File: config.mk
export PLATFORM = sky130hd
export DESIGN_NAME = hazard_scoreboard
export DESIGN_NICKNAME = d
export VERILOG_FILES = /design/src/rtl/hazard_scoreboard.sv
export SDC_FILE = /design/constraint.sdc
export NUM_CORES = 1
export LEC_CHECK = 0
export CAP_MARGIN = 20
export CORE_ASPECT_RATIO = 0.6
export CORE_MARGIN = 3
export CORE_UTILIZATION = 51
export CTS_CLUSTER_SIZE = 20
export DETAILED_ROUTE_END_ITERATION = 7
export PLACE_DENSITY = 0.86
export SLEW_MARGIN = 15
export SYNTH_ARGS = -nofsm -noshare
export SYNTH_HDL_FRONTEND = slang
export SYNTH_SLANG_ARGS = --single-unit
File: constraint.sdc
create_clock -name clk -period 9.9 [get_ports clk]
set_input_delay 1.98 -clock clk [delete_from_list [all_inputs] [get_ports clk]]
set_output_delay 1.98 -clock clk [all_outputs]
set_load 0.02 [all_outputs]
File: src/rtl/hazard_scoreboard.sv
// ---------------------------------------------------------------------------
// hazard_scoreboard
//
// Purpose:
//   Data-hazard scoreboard for a classic in-order pipeline. It tracks the
//   destination register and remaining "time to new value" (Tnew) of every
//   instruction in flight between E (entry 1) and W (entry DEPTH). For each
//   D-stage source port it picks a forwarding source or requests a stall.
//   It also models a multiply/divide unit busy counter that stalls MDU users
//   while a mult/div is in progress.
//
// Parameters:
//   NSRC    - number of D-stage source register ports
//   DEPTH   - number of tracked downstream stages (1 = E ... DEPTH = W)
//   TW      - width of Tuse/Tnew fields
//   MUL_LAT - MDU busy cycles for mult
//   DIV_LAT - MDU busy cycles for div
//   FW      - forward-select width, $clog2(DEPTH+1) (derived)
//
// Ports:
//   clk         in   sole clock, rising edge
//   reset       in   synchronous, active-high
//   valid_D     in   D-stage instruction is real
//   src_addr_D  in   NSRC x 5-bit source register numbers
//   src_tuse_D  in   NSRC x TW-bit Tuse per source port
//   dst_addr_D  in   destination register, 0 = none
//   dst_tnew_D  in   Tnew of the D instruction at entry to E
//   md_start_D  in   D instruction is mult or div
//   md_div_D    in   qualifies md_start_D as div
//   md_use_D    in   D instruction is any MDU op
//   flush       in   kill all in-flight entries
//   fwd_sel_D   out  per port: 0 = register file, k = forward from entry k
//   stall       out  freeze F/D and insert a bubble into E
//   stall_cnt   out  number of stall cycles (saturating)
//
// Configuration:
//   HAZARD_STALL_CNT_EN - when defined, stall_cnt is a live saturating
//   counter; otherwise stall_cnt is tied to zero and no counter exists.
// ---------------------------------------------------------------------------
module hazard_scoreboard #(
    parameter int NSRC    = 2,
    parameter int DEPTH   = 3,
    parameter int TW      = 3,
    parameter int MUL_LAT = 5,
    parameter int DIV_LAT = 10,
    localparam int FW     = $clog2(DEPTH + 1)
) (
    input  logic                 clk,
    input  logic                 reset,
    input  logic                 valid_D,
    input  logic [NSRC*5-1:0]    src_addr_D,
    input  logic [NSRC*TW-1:0]   src_tuse_D,
    input  logic [4:0]           dst_addr_D,
    input  logic [TW-1:0]        dst_tnew_D,
    input  logic                 md_start_D,
    input  logic                 md_div_D,
    input  logic                 md_use_D,
    input  logic                 flush,
    output logic [NSRC*FW-1:0]   fwd_sel_D,
    output logic                 stall,
    output logic [31:0]          stall_cnt
);

    localparam int CW = $clog2(DIV_LAT + 1);

    // Pipeline entries; bit/element 0 holds entry 1 (E).
    logic [DEPTH-1:0]          valid_q, valid_d;
    logic [DEPTH-1:0][4:0]     dst_q,   dst_d;
    logic [DEPTH-1:0][TW-1:0]  tnew_q,  tnew_d;

    logic [CW-1:0]             md_cnt_q, md_cnt_d;
    logic                      md_busy;
    logic                      md_stall;
    logic [NSRC-1:0]           port_stall;

    // -----------------------------------------------------------------------
    // Per-port hazard detection (purely combinational, zero-cycle latency)
    // -----------------------------------------------------------------------
    genvar gi;
    for (gi = 0; gi < NSRC; gi++) begin : g_port
        logic [4:0]    addr;
        logic [TW-1:0] tuse;
        logic          hit;
        logic [FW-1:0] hit_idx;
        logic [TW-1:0] hit_tnew;

        assign addr = src_addr_D[gi*5 +: 5];
        assign tuse = src_tuse_D[gi*TW +: TW];

        // Scan oldest to youngest so the youngest (lowest-index) match is
        // the one left standing; older writers of the same register are
        // shadowed by it.
        always_comb begin
            hit      = 1'b0;
            hit_idx  = '0;
            hit_tnew = '0;
            for (int k = DEPTH - 1; k >= 0; k--) begin
                if (addr != 5'd0 && valid_q[k] && dst_q[k] == addr) begin
                    hit      = 1'b1;
                    hit_idx  = FW'(k + 1);
                    hit_tnew = tnew_q[k];
                end
            end
        end

        assign port_stall[gi]          = hit && (hit_tnew > tuse);
        assign fwd_sel_D[gi*FW +: FW]  = (!reset && hit && hit_tnew == '0) ? hit_idx : '0;
    end

    // -----------------------------------------------------------------------
    // MDU busy tracking
    // -----------------------------------------------------------------------
    assign md_busy  = (md_cnt_q != '0);
    assign md_stall = valid_D && md_use_D && md_busy;

    assign stall = valid_D && !flush && !reset && ((|port_stall) || md_stall);

    always_comb begin
        md_cnt_d = md_cnt_q;
        if (valid_D && md_start_D && !stall) begin
            md_cnt_d = md_div_D ? CW'(DIV_LAT) : CW'(MUL_LAT);
        end else if (md_busy) begin
            md_cnt_d = md_cnt_q - 1'b1;
        end
    end

    always_ff @(posedge clk) begin
        if (reset) begin
            md_cnt_q <= '0;
        end else begin
            // A flush does not cancel an MDU operation already in progress.
            md_cnt_q <= md_cnt_d;
        end
    end

    // -----------------------------------------------------------------------
    // Entry shift: D -> E -> ... -> W, Tnew counts down to zero. The
    // old contents of the last entry simply fall off the end.
    // -----------------------------------------------------------------------
    always_comb begin
        // A stalled D instruction enters E as a bubble.
        valid_d[0] = valid_D && !stall && (dst_addr_D != 5'd0);
        dst_d[0]   = dst_addr_D;
        tnew_d[0]  = dst_tnew_D;
        for (int k = 1; k < DEPTH; k++) begin
            valid_d[k] = valid_q[k-1];
            dst_d[k]   = dst_q[k-1];
            tnew_d[k]  = (tnew_q[k-1] == '0) ? '0 : tnew_q[k-1] - 1'b1;
        end
    end

    always_ff @(posedge clk) begin
        if (reset || flush) begin
            valid_q <= '0;
            dst_q   <= '0;
            tnew_q  <= '0;
        end else begin
            valid_q <= valid_d;
            dst_q   <= dst_d;
            tnew_q  <= tnew_d;
        end
    end

    // -----------------------------------------------------------------------
    // Optional stall statistics
    // -----------------------------------------------------------------------
`ifdef HAZARD_STALL_CNT_EN
    logic [31:0] stall_cnt_q;

    always_ff @(posedge clk) begin
        if (reset) begin
            stall_cnt_q <= '0;
        end else if (stall && stall_cnt_q != 32'hFFFF_FFFF) begin
            stall_cnt_q <= stall_cnt_q + 32'd1;
        end
    end

    assign stall_cnt = stall_cnt_q;
`else
    assign stall_cnt = 32'd0;
`endif

endmodule

## Yosys cells after proc, flatten, opt, wreduce, memory -nomap -nowiden

Cells that the tools add are included.

| storage, ports and cells | value |
|---|---|
| logic and storage cells | 86 |
| latch bits | 0 |
| memories kept | 0 |
| input bits | 31 |
| RAM bits | 0 |
| bits in read-only memories | 0 |
| flip-flop bits (word level) | 31 |

| operators by class | value |
|---|---|
| reduce and logical (&&, ||, !) cells | 44 |
| shift operators | 0 |
| $lt $le $gt $ge | 2 |
| multiply operators | 0 |
| multiplexer cells | 23 |
| bitwise gates (word level) | 0 |
| div/mod/pow operators | 0 |
| $add $sub $neg | 3 |
| equality and inequality tests | 6 |

Operator list:

| cell | count |
|---|---|
| 5-bit equality test | 6 |
| 1-bit logical AND | 27 |
| 3-bit two-way mux | 6 |
| 2-bit two-way mux | 8 |
| 5-bit nonzero test | 3 |
| 3-bit zero test | 4 |
| 4-bit two-way mux | 3 |
| 3-bit greater-than comparator | 2 |
| 1-bit two-way mux | 6 |
| 2-bit OR reduction | 3 |
| 3-bit by 1-bit subtractor with 3-bit output (second input constant) | 2 |
| 4-bit nonzero test | 1 |
| 4-bit by 1-bit subtractor with 4-bit output (second input constant) | 1 |
| 1-bit zero test | 3 |
| 1-bit logical OR | 2 |
| 2-bit nonzero test | 1 |

## Longest topological paths before layout

| depth | value |
|---|---|
| word-level depth | 14 |
| depth in mapped cells | 14 |
| depth with buffers taken out | 14 |

## Least setup slack after synthesis

Ideal clock, no wire load.

| timing path | value |
|---|---|
| kind | input-to-output |
| start point | input port src_addr_D[6] |
| end point | output port stall |
| slack | 3.684 ns |
| path buffers | 0 |
| data arrival time | 4.236 ns |
| cell stages on the path | 13 |
| cell sequence | or4_4 > nor2_8 > nor3_2 > a21oi_1 > a22o_1 > inv_1 > ha_1 > nor2b_1 > o21ai_0 > a32oi_1 > o31ai_4 > nand3_1 > and3_1 |

| on the way | value |
|---|---|
| word-level cells in the longest chain between the ends | 11 |
| elaborated cells between the ends (all ways) | 21 |
| classes of those cells | 1 x order compare; 3 x eq/ne; 6 x mux; 11 x reduce/logical |

Ends and longest elaborated chain:

| item | RTL line | text |
|---|---|---|
| start, declared | 51 | `input logic [NSRC*5-1:0] src_addr_D,` |
| 5-bit nonzero test | 98 | `if (addr != 5'd0 && valid_q[k] && dst_q[k] == addr) begin` |
| 1-bit logical AND (2 in series) | 98 |  |
| 3-bit two-way mux (3 in series) | 98 |  |
| 3-bit greater-than comparator | 106 | `assign port_stall[gi] = hit && (hit_tnew > tuse);` |
| 1-bit logical AND (*) | 106 |  |
| 2-bit OR reduction (*) | 116 | `assign stall = valid_D && !flush && !reset && ((\|port_stall) \|\| md_stall);` |
| 1-bit logical OR (*) | 116 |  |
| 1-bit logical AND (*) | 116 |  |
| end, declared | 60 | `output logic stall,` |

Every way passes the cells marked *; elsewhere a longest branch is shown, timed or not.

## Worst setup path after layout

| timing path | value |
|---|---|
| start point | input port src_addr_D[1] |
| end point | output port stall |

Same word-level chain as after synthesis.

==> impl_metrics.toml <==
[critical_path]
crit_arrival_ps = 5580
cp_slowest_cell = "nor4_2"
r2r_start = "dst_q[11]"
start_kind = "primary input"
path_cells = "clkdlybuf4s50_1, or4_4, nor2_8, nor4_2, nand3_1, a22oi_1, inv_1, ha_1, nor2b_1, o21ai_0, a32oi_1, o31ai_4, nand3_1, and3_1, clkdlybuf4s50_1"
startpoint = "src_addr_D[1]"
crit_type = "in -> out"
cp-end-kind = "output port"
crit_buf_inv = 3
worstPathRequired_ps = 7920
path_max_fanout = 6
max_stage_delay_ps = 670
cp_top_family = "simple AND/OR/NAND/NOR gates"

[yosys]
syn_inst = 252
synth_cell_types = 42
ys_ff_latch = 31
syn-cell-area_um2 = 2193
yosys_warnings = 0
synth_largest_area_cell = "dfxtp_1"
synth_top_area_frac = 0.2829
yosys-top-cells-area = "dfxtp_1 (28%), buf_4 (11%), xnor2_1 (11%)"
synth.avg_cell_area_um2 = 8.704
synth-seq-area-share = 0.2829

[final_layout]
seq_area_um2 = 620.6
multiInputGateArea_um2 = 1378
antenna_cells = 0
area_growth_pct = 18.54
fill_cells = 297
drive_gt1_frac = 0.08904
final_cell_area_um2 = 2600
nNetsFinal = 333

[global_route]
grt_pass1_vias = 1704
antenna_found_initial = 0
grt_usage = 0.1995
grt_max_degree = 23
grt_pass1_wl_mm = 8.169
grt_overflow_total = 0

[run]
max_cap_viol_count = 0

[timing]
fmax_ghz = 0.1322
min_period_ps = 7563
rsz0062_at_grt = "no"
drv_slew = 0
maxSlewHeadroom = 0.5271
fin_crit_sh = 0.7640
worst_pin_slew_ps = 703.5
fin_skew_ps = 3.572
hold_viol_final = 0
fin_tns_setup_ps = 0
setup_viol = 0

[drt]
drt-total-wl_mm = 5.011
vias_per_cell = 5.020
post-route-drc-count = 0
vias = 1752
wl_per_cell_um = 14.36
drt-initial-drc-count = 123
firstDrtPassIters = 4
antenna_left = 0

[cts]
root_buffer = "clkbuf_8"
tritoncts = "built"
cts_resized = 0
worstSkewPairLatency_ps = 280
worst_setup_hold_path_clk_slew_ps = 70
hold_buffers = 0
cts_buffer_depth = 2
cts.sinks = 31
h-tree-depth = 2
cts_buffers = 5
post_cts_buffers = 0

[worst_hold_path]
hp-start = "tnew_q[0]"
hold_path_class = "reg -> reg"

[die]
io-pin-count = 68
start_util = 0.5635
dieHeight_um = 56.80
die_w_um = 90.66
core_um2 = 3892
rows = 17
die_area_um2 = 5149

[power_and_ir_drop]
p_leak_nw = 1.071
p_total_w = 0.0003631
p_per_area_nw_per_um2 = 139.7
ir_drop_mv = 0.08494

[placement]
portBuffers = 35
post-dp-hpwl_mm = 4.109
gp_congestion = 0.9345
dpl_cell_area_um2 = 2487

[run_status]
status = "completed"
==> final cells by class <==
type	instances	share of cell area
tap	57	0.02743
multi-input combinational	201	0.5298
inverter	16	0.02310
sequential	31	0.2387
timing repair buffer	36	0.1376
clock inverter	3	0.01684
clock buffer	5	0.02647
==> per-stage QoR <==
stage,instances,utilization,hold slack [ps],setup slack (ps)
6_report,349,0.6680,417.3,2337
5_1_grt,349,0.6680,434.5,2028
4_1_cts,349,0.6680,420.0,2305
3_5_place_dp,341,0.6390,406.8,2316
3_3_place_gp,341,0.6390,399.5,2430
2_1_floorplan,283,-,392.5,3684
==> layer usage <==
layer / up-vias / global-route usage / wire length [µm]
met5: - / 0 / 0
met4: 0 / 0.04139 / 15
met3: 2 / 0.05355 / 599
met2: 104 / 0.2856 / 2037
met1: 775 / 0.2959 / 2357
li1: 871 / - / -
==> cell families after synthesis <==
kind of cell | count (synthesis) | share of synthesized area
compound gates | 31 | 0.1033
xor+xnor | 31 | 0.1238
fa+ha+maj | 11 | 0.06275
buf+inv | 51 | 0.1420
flops | 31 | 0.2829
mux | 3 | 0.01426
other cells | 1 | 0.001710
simple gates | 93 | 0.2693
==> flip-flops by register name, indices dropped and copies added, names as in the netlist <==
register	flops
md_cnt_q	4
dst_q	5
dst_d	10
tnew_q	9
valid_q	3
==> report_power, final <==
part,internal [W],switching [W],leakage [nW]
sequential,0.000134,0.00000771,0.253
clock,0.0000749,0.0000500,0.0581
combinational,0.0000427,0.0000541,0.761
==> cells in the final DEF (no fill, tap or decap), types with 5 or more instances in the layout <==
master           count
clkdlybuf4s50_1     35
conb_1              32
dfxtp_1             31
xnor2_1             27
and2_1              20
nor2_1              18
inv_1               16
a21oi_1             12
nand2_1             11
ha_1                11
nand3_1              7
nand4_1              6
clkbuf_8             5
==> synth_stat cells <==
cell / number
nor3_1: 1
a22oi_1: 2
a21oi_1: 12
and2_1: 20
o21ai_0: 4
nand2b_1: 1
nor2b_1: 2
and3_1: 1
nand2_1: 11
or4_4: 2
nand3_1: 7
conb_1: 1
mux2_2: 1
clkbuf_1: 3
o31ai_1: 4
a22o_1: 2
buf_4: 32
nor2_8: 2
nand3b_1: 1
o21bai_1: 1
o31ai_4: 2
or2_2: 1
a21oi_2: 1
nor3_4: 2
xnor2_1: 27
nor2_1: 18
inv_1: 16
nor2_2: 1
or4b_1: 1
nor4_2: 2
nor3_2: 3
or4_1: 3
a32oi_1: 2
nor4_1: 4
dfxtp_1: 31
o211ai_1: 1
xor2_1: 4
or3_1: 3
ha_1: 11
nor3b_1: 1
mux2i_1: 2
nand4_1: 6
==> worst paths after layout <==
kind                  to  slack (ps)  cells past startpoint
max                stall        2340                     15
min            tnew_q[3]         420                      1
max reg2reg  md_cnt_q[2]        6650                     14
min reg2reg    tnew_q[3]         420                      1
Note: power is estimated with default switching activity, not from simulation.
